==> src/rtl/output_port_arbiter.sv <==
// Per-output-port round-robin packet arbiter with wormhole locking. The port stays locked to one
// input from the head flit until the tail flit or until FlitPerPacket flits have been transferred.
module output_port_arbiter #(
    parameter int INPUTS        = 2,
    parameter int DATA_WIDTH    = 32,
    parameter int TYPE_WIDTH    = 2,
    parameter int FlitPerPacket = 6,
    parameter int CNT_WIDTH     = $clog2(FlitPerPacket + 1)
) (
    input  logic                         clk,
    input  logic                         rst,
    input  logic [INPUTS-1:0]            request_bus,
    input  logic [INPUTS*DATA_WIDTH-1:0] data_in_bus,
    input  logic [INPUTS-1:0]            valid_in_bus,
    output logic [INPUTS-1:0]            ready_in_bus,
    output logic [DATA_WIDTH-1:0]        data_out,
    output logic                         valid_out,
    input  logic                         ready_out,
    output logic [INPUTS-1:0]            grant_bus,
    output logic                         busy,
    output logic                         pkt_err
);

    localparam int IDX_W = (INPUTS > 1) ? $clog2(INPUTS) : 1;
    localparam logic [TYPE_WIDTH-1:0] TYPE_HEAD     = TYPE_WIDTH'(1);
    localparam logic [TYPE_WIDTH-1:0] TYPE_TAIL     = TYPE_WIDTH'(3);
    localparam logic [TYPE_WIDTH-1:0] TYPE_HEADTAIL = TYPE_WIDTH'(0);

    typedef enum logic {IDLE, LOCKED} state_t;

    function automatic logic is_head(input logic [TYPE_WIDTH-1:0] t);
        return (t == TYPE_HEAD) || (t == TYPE_HEADTAIL);
    endfunction

    function automatic logic is_tail(input logic [TYPE_WIDTH-1:0] t);
        return (t == TYPE_TAIL) || (t == TYPE_HEADTAIL);
    endfunction

    state_t                state, state_next;
    logic [INPUTS-1:0]     grant_next;
    logic [IDX_W-1:0]      rr_ptr, rr_ptr_next;
    logic [CNT_WIDTH-1:0]  flit_cnt, flit_cnt_next;
    logic                  pkt_err_next;

    logic [INPUTS-1:0]     eligible;
    logic                  found;
    logic [IDX_W-1:0]      win;
    logic [DATA_WIDTH-1:0] sel_flit;
    logic [IDX_W-1:0]      g_idx;
    logic [TYPE_WIDTH-1:0] sel_type;
    logic [CNT_WIDTH-1:0]  cnt_inc;
    logic                  xfer;
    logic                  at_limit;
    logic                  release_pkt;

    // Only head-type flits may open a packet; stray body/tail flits wait forever in IDLE.
    always_comb begin
        eligible = '0;
        for (int i = 0; i < INPUTS; i++) begin
            eligible[i] = request_bus[i] && valid_in_bus[i] &&
                          is_head(data_in_bus[i*DATA_WIDTH + DATA_WIDTH-1 -: TYPE_WIDTH]);
        end
    end

    always_comb begin
        int idx;
        idx   = 0;
        found = 1'b0;
        win   = '0;
        for (int k = 0; k < INPUTS; k++) begin
            idx = int'(rr_ptr) + k;
            if (idx >= INPUTS) idx = idx - INPUTS;
            if (!found && eligible[idx]) begin
                found = 1'b1;
                win   = IDX_W'(idx);
            end
        end
    end

    // grant_bus is all-zero in IDLE, so the mux naturally yields zero data there.
    always_comb begin
        sel_flit = '0;
        g_idx    = '0;
        for (int i = 0; i < INPUTS; i++) begin
            if (grant_bus[i]) begin
                sel_flit = data_in_bus[i*DATA_WIDTH +: DATA_WIDTH];
                g_idx    = IDX_W'(i);
            end
        end
    end

    assign busy         = (state == LOCKED);
    assign data_out     = sel_flit;
    assign valid_out    = busy && !rst && |(valid_in_bus & grant_bus);
    assign ready_in_bus = (busy && !rst && ready_out) ? grant_bus : '0;
    assign xfer         = valid_out && ready_out;
    assign sel_type     = sel_flit[DATA_WIDTH-1 -: TYPE_WIDTH];
    assign cnt_inc      = flit_cnt + CNT_WIDTH'(1);
    assign at_limit     = (cnt_inc == CNT_WIDTH'(FlitPerPacket));
    assign release_pkt  = xfer && (is_tail(sel_type) || at_limit);

    always_comb begin
        state_next    = state;
        grant_next    = grant_bus;
        rr_ptr_next   = rr_ptr;
        flit_cnt_next = flit_cnt;
        pkt_err_next  = pkt_err;
        case (state)
            IDLE: begin
                if (found) begin
                    state_next    = LOCKED;
                    grant_next    = INPUTS'(1) << win;
                    flit_cnt_next = '0;
                end
            end
            LOCKED: begin
                if (xfer) begin
                    flit_cnt_next = cnt_inc;
                    if (is_head(sel_type) && (flit_cnt != '0)) pkt_err_next = 1'b1;
                end
                if (release_pkt) begin
                    state_next    = IDLE;
                    grant_next    = '0;
                    flit_cnt_next = '0;
                    rr_ptr_next   = (g_idx == IDX_W'(INPUTS-1)) ? '0 : g_idx + IDX_W'(1);
                    if (!is_tail(sel_type)) pkt_err_next = 1'b1;
                end
            end
            default: state_next = IDLE;
        endcase
    end

    always_ff @(posedge clk) begin
        if (rst) begin
            state     <= IDLE;
            grant_bus <= '0;
            rr_ptr    <= '0;
            flit_cnt  <= '0;
            pkt_err   <= 1'b0;
        end else begin
            state     <= state_next;
            grant_bus <= grant_next;
            rr_ptr    <= rr_ptr_next;
            flit_cnt  <= flit_cnt_next;
            pkt_err   <= pkt_err_next;
        end
    end

endmodule

==> config.mk <==
export PLATFORM = sky130hd
export DESIGN_NAME = output_port_arbiter
export DESIGN_NICKNAME = d
export VERILOG_FILES = /design/src/rtl/output_port_arbiter.sv
export SDC_FILE = /design/constraint.sdc
export NUM_CORES = 1
export LEC_CHECK = 0
export CAP_MARGIN = 20
export CORE_MARGIN = 3
export CORE_UTILIZATION = 23
export DETAILED_ROUTE_END_ITERATION = 12
export GPL_TIMING_DRIVEN = 0
export MAX_ROUTING_LAYER = met4
export PLACE_DENSITY = 0.77
export RECOVER_POWER = 25
export SETUP_SLACK_MARGIN = 0.2
export SLEW_MARGIN = 20
export SYNTH_ARGS = -nofsm -noshare
export SYNTH_HDL_FRONTEND = slang
export SYNTH_SLANG_ARGS = --single-unit
==> constraint.sdc <==
create_clock -name clk -period 1.7 [get_ports clk]
set_input_delay 0.255 -clock clk [delete_from_list [all_inputs] [get_ports clk]]
set_output_delay 0.255 -clock clk [all_outputs]
set_load 0.01 [all_outputs]
Word level (Yosys, flattened, before mapping)
Index checks and enable logic that the tools add are counted.

Register bits: 8. Bits of input ports: 71. Output and inout bits: 39. Word-level logic and storage cells: 82.

$add $sub $neg: 5. Order comparisons: 4. Equality and inequality tests: 8. Shift operators: 1. Mux-type cells: 31. Bitwise operators: 2. Reduce and logical (&&, ||, !) cells: 26.

Operator list (count): $mux 32 (4); $lt 32x3->1 const B (2); $mux 1 (18); $logic_and 1x1->1 (11); $mux 3 (3); $eq 2x1->1 const B (3); $logic_not 2->1 (3); $mux 2 (3); $pmux 3 s2 (1); $reduce_and 2->1 (3); $logic_or 1x1->1 (5); $pmux 2 s2 (1); $add 3x1->3 const B (1); $eq 3x3->1 const B (1); $ne 3x1->1 const B (1); $reduce_bool 3->1 (1); $sub 1x2->3 const B (1); $sub 2x2->3 const B (1); $add 1x1->2 const B (1); $and 2x2->2 (1); $eq 2x2->1 const B (1); $ge 1x2->1 const B (1); $ge 2x2->1 const B (1); $logic_not 1->1 (2); other kinds (7) (7).

Longest topological paths before layout
Word-level depth: 13. Gate-level depth with buffers: 9. Mapped depth without buffers: 7.

Least setup slack after synthesis
No wires, ideal clock.

Path kind: register -> register. From: reg grant_bus[0]. To: reg pkt_err. Arrival: 1.726 ns. Slack: -0.148 ns. Cell stages (with the launch flop): 8. Path buffers: 1. Clock period less this slack: 1.848 ns. Path through: dfxtp_1 nor2b_1 clkbuf_1 a22oi_1 ha_1 a21boi_2 nor2_2 a221o_1.

Longest elaborated chain between the ends: 9.

RTL lines: start: declaration (line 19) `output logic [INPUTS-1:0] grant_bus,`; start signal: assignment (line 142) `grant_bus <= grant_next;`; $mux 32 (2 in series) (line 85) `if (grant_bus[i]) begin`; $eq 2x1->1 or $logic_not 2->1 (tied branches) (line 32, 36); $logic_or 1x1->1 (line 32) `return (t == TYPE_HEAD) || (t == TYPE_HEADTAIL);`; $logic_and 1x1->1 (line 119) `if (is_head(sel_type) && (flit_cnt != '0)) pkt_err_next = 1'b1;`; $mux 1 (line 119); $mux 1 (line 117) `if (xfer) begin`; $mux 1 (line 126) `if (!is_tail(sel_type)) pkt_err_next = 1'b1;`; $mux 1 (*) (line 121) `if (release_pkt) begin`; end signal: assignment (line 145) `pkt_err <= pkt_err_next;`; end: declaration (line 21) `output logic pkt_err`.

Every way passes the cells marked *; elsewhere a longest branch is shown, timed or not. A chain may end at the register's enable or synchronous reset.

Worst setup path after layout
From: reg grant_bus[1]. To: reg grant_bus[0].

Longest elaborated chain between the ends: 7.

RTL lines: $mux 32 or $and 2x2->2 (tied branches) (line 85, 94); $eq 2x2->1, or another cell as far along (line 36) `return (t == TYPE_TAIL) || (t == TYPE_HEADTAIL);`; $logic_or 1x1->1 or $logic_and 1x1->1 (tied branches) (line 36, 94); $logic_or 1x1->1 or $logic_and 1x1->1 (tied branches) (line 100, 96); $logic_and 1x1->1 (*) (line 100) `assign release_pkt = xfer && (is_tail(sel_type) || at_limit);`; $ne 2x1->1 (no line) (*); $reduce_and 2->1 (no line) (*).

Marks and branches as above.

==> flow_metrics.env <==
export IMPL_outcome="complete, but fails checks"
export IMPL_violations="setup timing"
export IMPL_path_buf_inv=3
export IMPL_path_class="flip-flop to flip-flop"
export IMPL_coreArea_sq_um=3470
export IMPL_cts_max_path_buffers=2
export IMPL_worst_slew_pin_slew_ps=243
export IMPL_hold_path_class="input port to flip-flop"
export IMPL_die_w_microns=67.1
export IMPL_peakVddDrop_mv=0.413
export IMPL_antenna_found_initial=0
export IMPL_dpl_cell_area_sq_um=2020
export IMPL_antenna_left=0
export IMPL_grt_max_degree=11
export IMPL_drtPass1Iterations=4
export IMPL_cts_tree="yes"
export IMPL_synth_top_area_share_pct=30.6
export IMPL_totalWireLength_microns=4330
export IMPL_critical_path_top_delay_family="compound AO/OA/AOI/OAI gates"
export IMPL_nets=305
export IMPL_area_growth_pct=150
export IMPL_maxCapViolCount=0
export IMPL_cp_data_required_time_ps=1810
export IMPL_drc=0
export IMPL_fin_ws_ps=-40.8
export IMPL_rsz0062_at_grt="yes"
export IMPL_leakage_nw=1.01
export IMPL_post_place_ws_ps=-208
export IMPL_startpoint_type="flip-flop"
export IMPL_vias=1309
export IMPL_drtIter0Drc=40
export IMPL_critPathMaxFanout=4
export IMPL_synthesis_nets=175
export IMPL_syn_area_sq_um=858
export IMPL_ys_ff_latch=8
export IMPL_synthCells=99
export IMPL_fmax_ghz=0.574
export IMPL_worstPathCellList="buf_6 > nor2b_1 > buf_4 > a22oi_2 > ha_1 > a21boi_4 > buf_4 > o211ai_1 > a21oi_1"
export IMPL_clk_pin_slew_ps=40
export IMPL_track_usage_pct=17.4
export IMPL_dp_hpwl_microns=3310
export IMPL_fin_util_pct=61.8
export IMPL_timing_final_crit_share_pct=102
export IMPL_period_minus_slack_ps=1740
export IMPL_antenna_cells=0
export IMPL_routabilityCongestion=0.781
export IMPL_yosysWarnings=0
export IMPL_start_util_pct=24.7
export IMPL_insertion_delay_ps=230
export IMPL_cpMostUsedCell="buf_4"
export IMPL_synth_main_ff_cell="dfxtp_1"
export IMPL_hold_viol_final=0
export IMPL_fp_dieArea_sq_um=4500
export IMPL_io_buffers=108
export IMPL_cts_sinks=8
export IMPL_syn_avg_cell_area_sq_um=8.67
export IMPL_powerDensity_nw_per_um2=432
export IMPL_dieHeight_microns=67.1
export IMPL_setup_violations_final=10
export IMPL_ctsRootBufferMaster="clkbuf_8"
export IMPL_cts_buffers=3
export IMPL_synth_edf_count=0
export IMPL_overflow=0
export IMPL_stdcell_area_sq_um=2140
export IMPL_slowest_stage="dfxtp_2"
export IMPL_htreeDepth=1
export IMPL_avgViaCountPerCell=4.79
export IMPL_synth_area_leaders="a22o_1, dfxtp_1, ha_1"
export IMPL_async_flop_share_pct=0
export IMPL_synth_seq_area_share_pct=18.7
export IMPL_synth_top_cell_by_area="a22o_1"
export IMPL_yosysUniqueCellTypes=36
export IMPL_grt_pass1_wl_microns=5980
export IMPL_end_kind="flip-flop"
export IMPL_critPathArrivalTime_ps=1850
export IMPL_layout_drive_gt1_share_pct=32.2
export IMPL_slew_violations=0
export IMPL_slowest_delay_ps=320
export IMPL_grt_pass1_vias=1199
export IMPL_fp_row_count=21
export IMPL_slew_headroom_pct=83.8
export IMPL_wl_per_cell_microns=15.9
export IMPL_io_pins=110
export IMPL_finClkSkew_ps=1.34
layout make-up:
type                       instances  area (sq um)
inverter                           6          22.5
sequential                         8           166
tap                               46          57.6
fill                             349          1330
clock buffer                       3          41.3
timing repair buffer             125          1100
multi-input combinational         75           659
buffer                            10          98.8
power breakdown:
part	internal, mW	switching, mW
registers	0.195	0.00535
logic	0.311	0.179
clock network	0.154	0.0807
metrics by stage:
stage / power [mW] / cells / TNS (ps) / hold WS [ps]
2_1_floorplan: 0.367 / 99 / -5.93 / 435
3_3_place_gp: 0.669 / 253 / -6870 / 450
3_5_place_dp: 0.671 / 253 / -7090 / 476
4_1_cts: 0.903 / 268 / -407 / 319
5_1_grt: 0.969 / 273 / -1490 / 342
6_report: 0.926 / 273 / -308 / 328
registers in the layout, indices dropped and copies added (netlist names):
signal,cells
rr_ptr,1
busy,1
flit_cnt,3
pkt_err,1
grant_bus,2
repair_timing:
item | CTS | global route
endpoints found under the setup margin | 43 | 43
endpoints found under the hold margin | 0 | 0
gates cloned | 2 | 1
hold buffers | 0 | 0
buffers inserted | 10 | 4
pin swaps | 7 | 6
resized for setup | 143 | 16
Yosys cell counts (2+ instances only):
master,instances
a22o_1,30
dfxtp_1,8
inv_1,6
ha_1,5
nand3_1,5
buf_2,4
clkbuf_1,4
a21oi_1,3
and3_1,3
a22oi_1,2
nand2_1,2
nand3b_1,2
o21ai_0,2
placed cells by master (no fill, tap or decap), types with 2 or more instances in the layout:
master,count
clkdlybuf4s50_1,69
a22o_1,30
buf_2,26
buf_6,13
buf_4,13
dlygate4sd2_1,9
inv_1,5
nand3_1,5
ha_1,5
dfxtp_1,5
and3_1,3
clkbuf_8,3
a22oi_2,2
nand2_1,2
nand3b_1,2
a21oi_2,2
dfxtp_2,2
dlygate4sd3_1,2
logic make-up (layout without fill, tap and decap cells):
logic type	after synthesis	after routing	synth area share [%]
simple gates	20	20	15.7
xor+xnor	1	1	1.02
fa+ha+maj	5	5	7.29
buf+inv	16	144	8.89
flops	8	8	18.7
compound gates	48	48	47.2
mux	1	1	1.17
final timing paths:
check	to	cells after the start	slack [ps]	startpoint
max reg2reg	grant_bus[0]	9	-40	grant_bus[1]
max	grant_bus[0]	9	-40	grant_bus[1]
min	flit_cnt[1]	2	330	rst
min reg2reg	rr_ptr	2	480	rr_ptr
per-layer routing:
layer	track usage (%)	routed length (microns)
met5	-	0
met4	1.52	26
met3	5.40	471
met2	29.2	2100
met1	21.2	1730
Power figures use the tool's default switching activity.
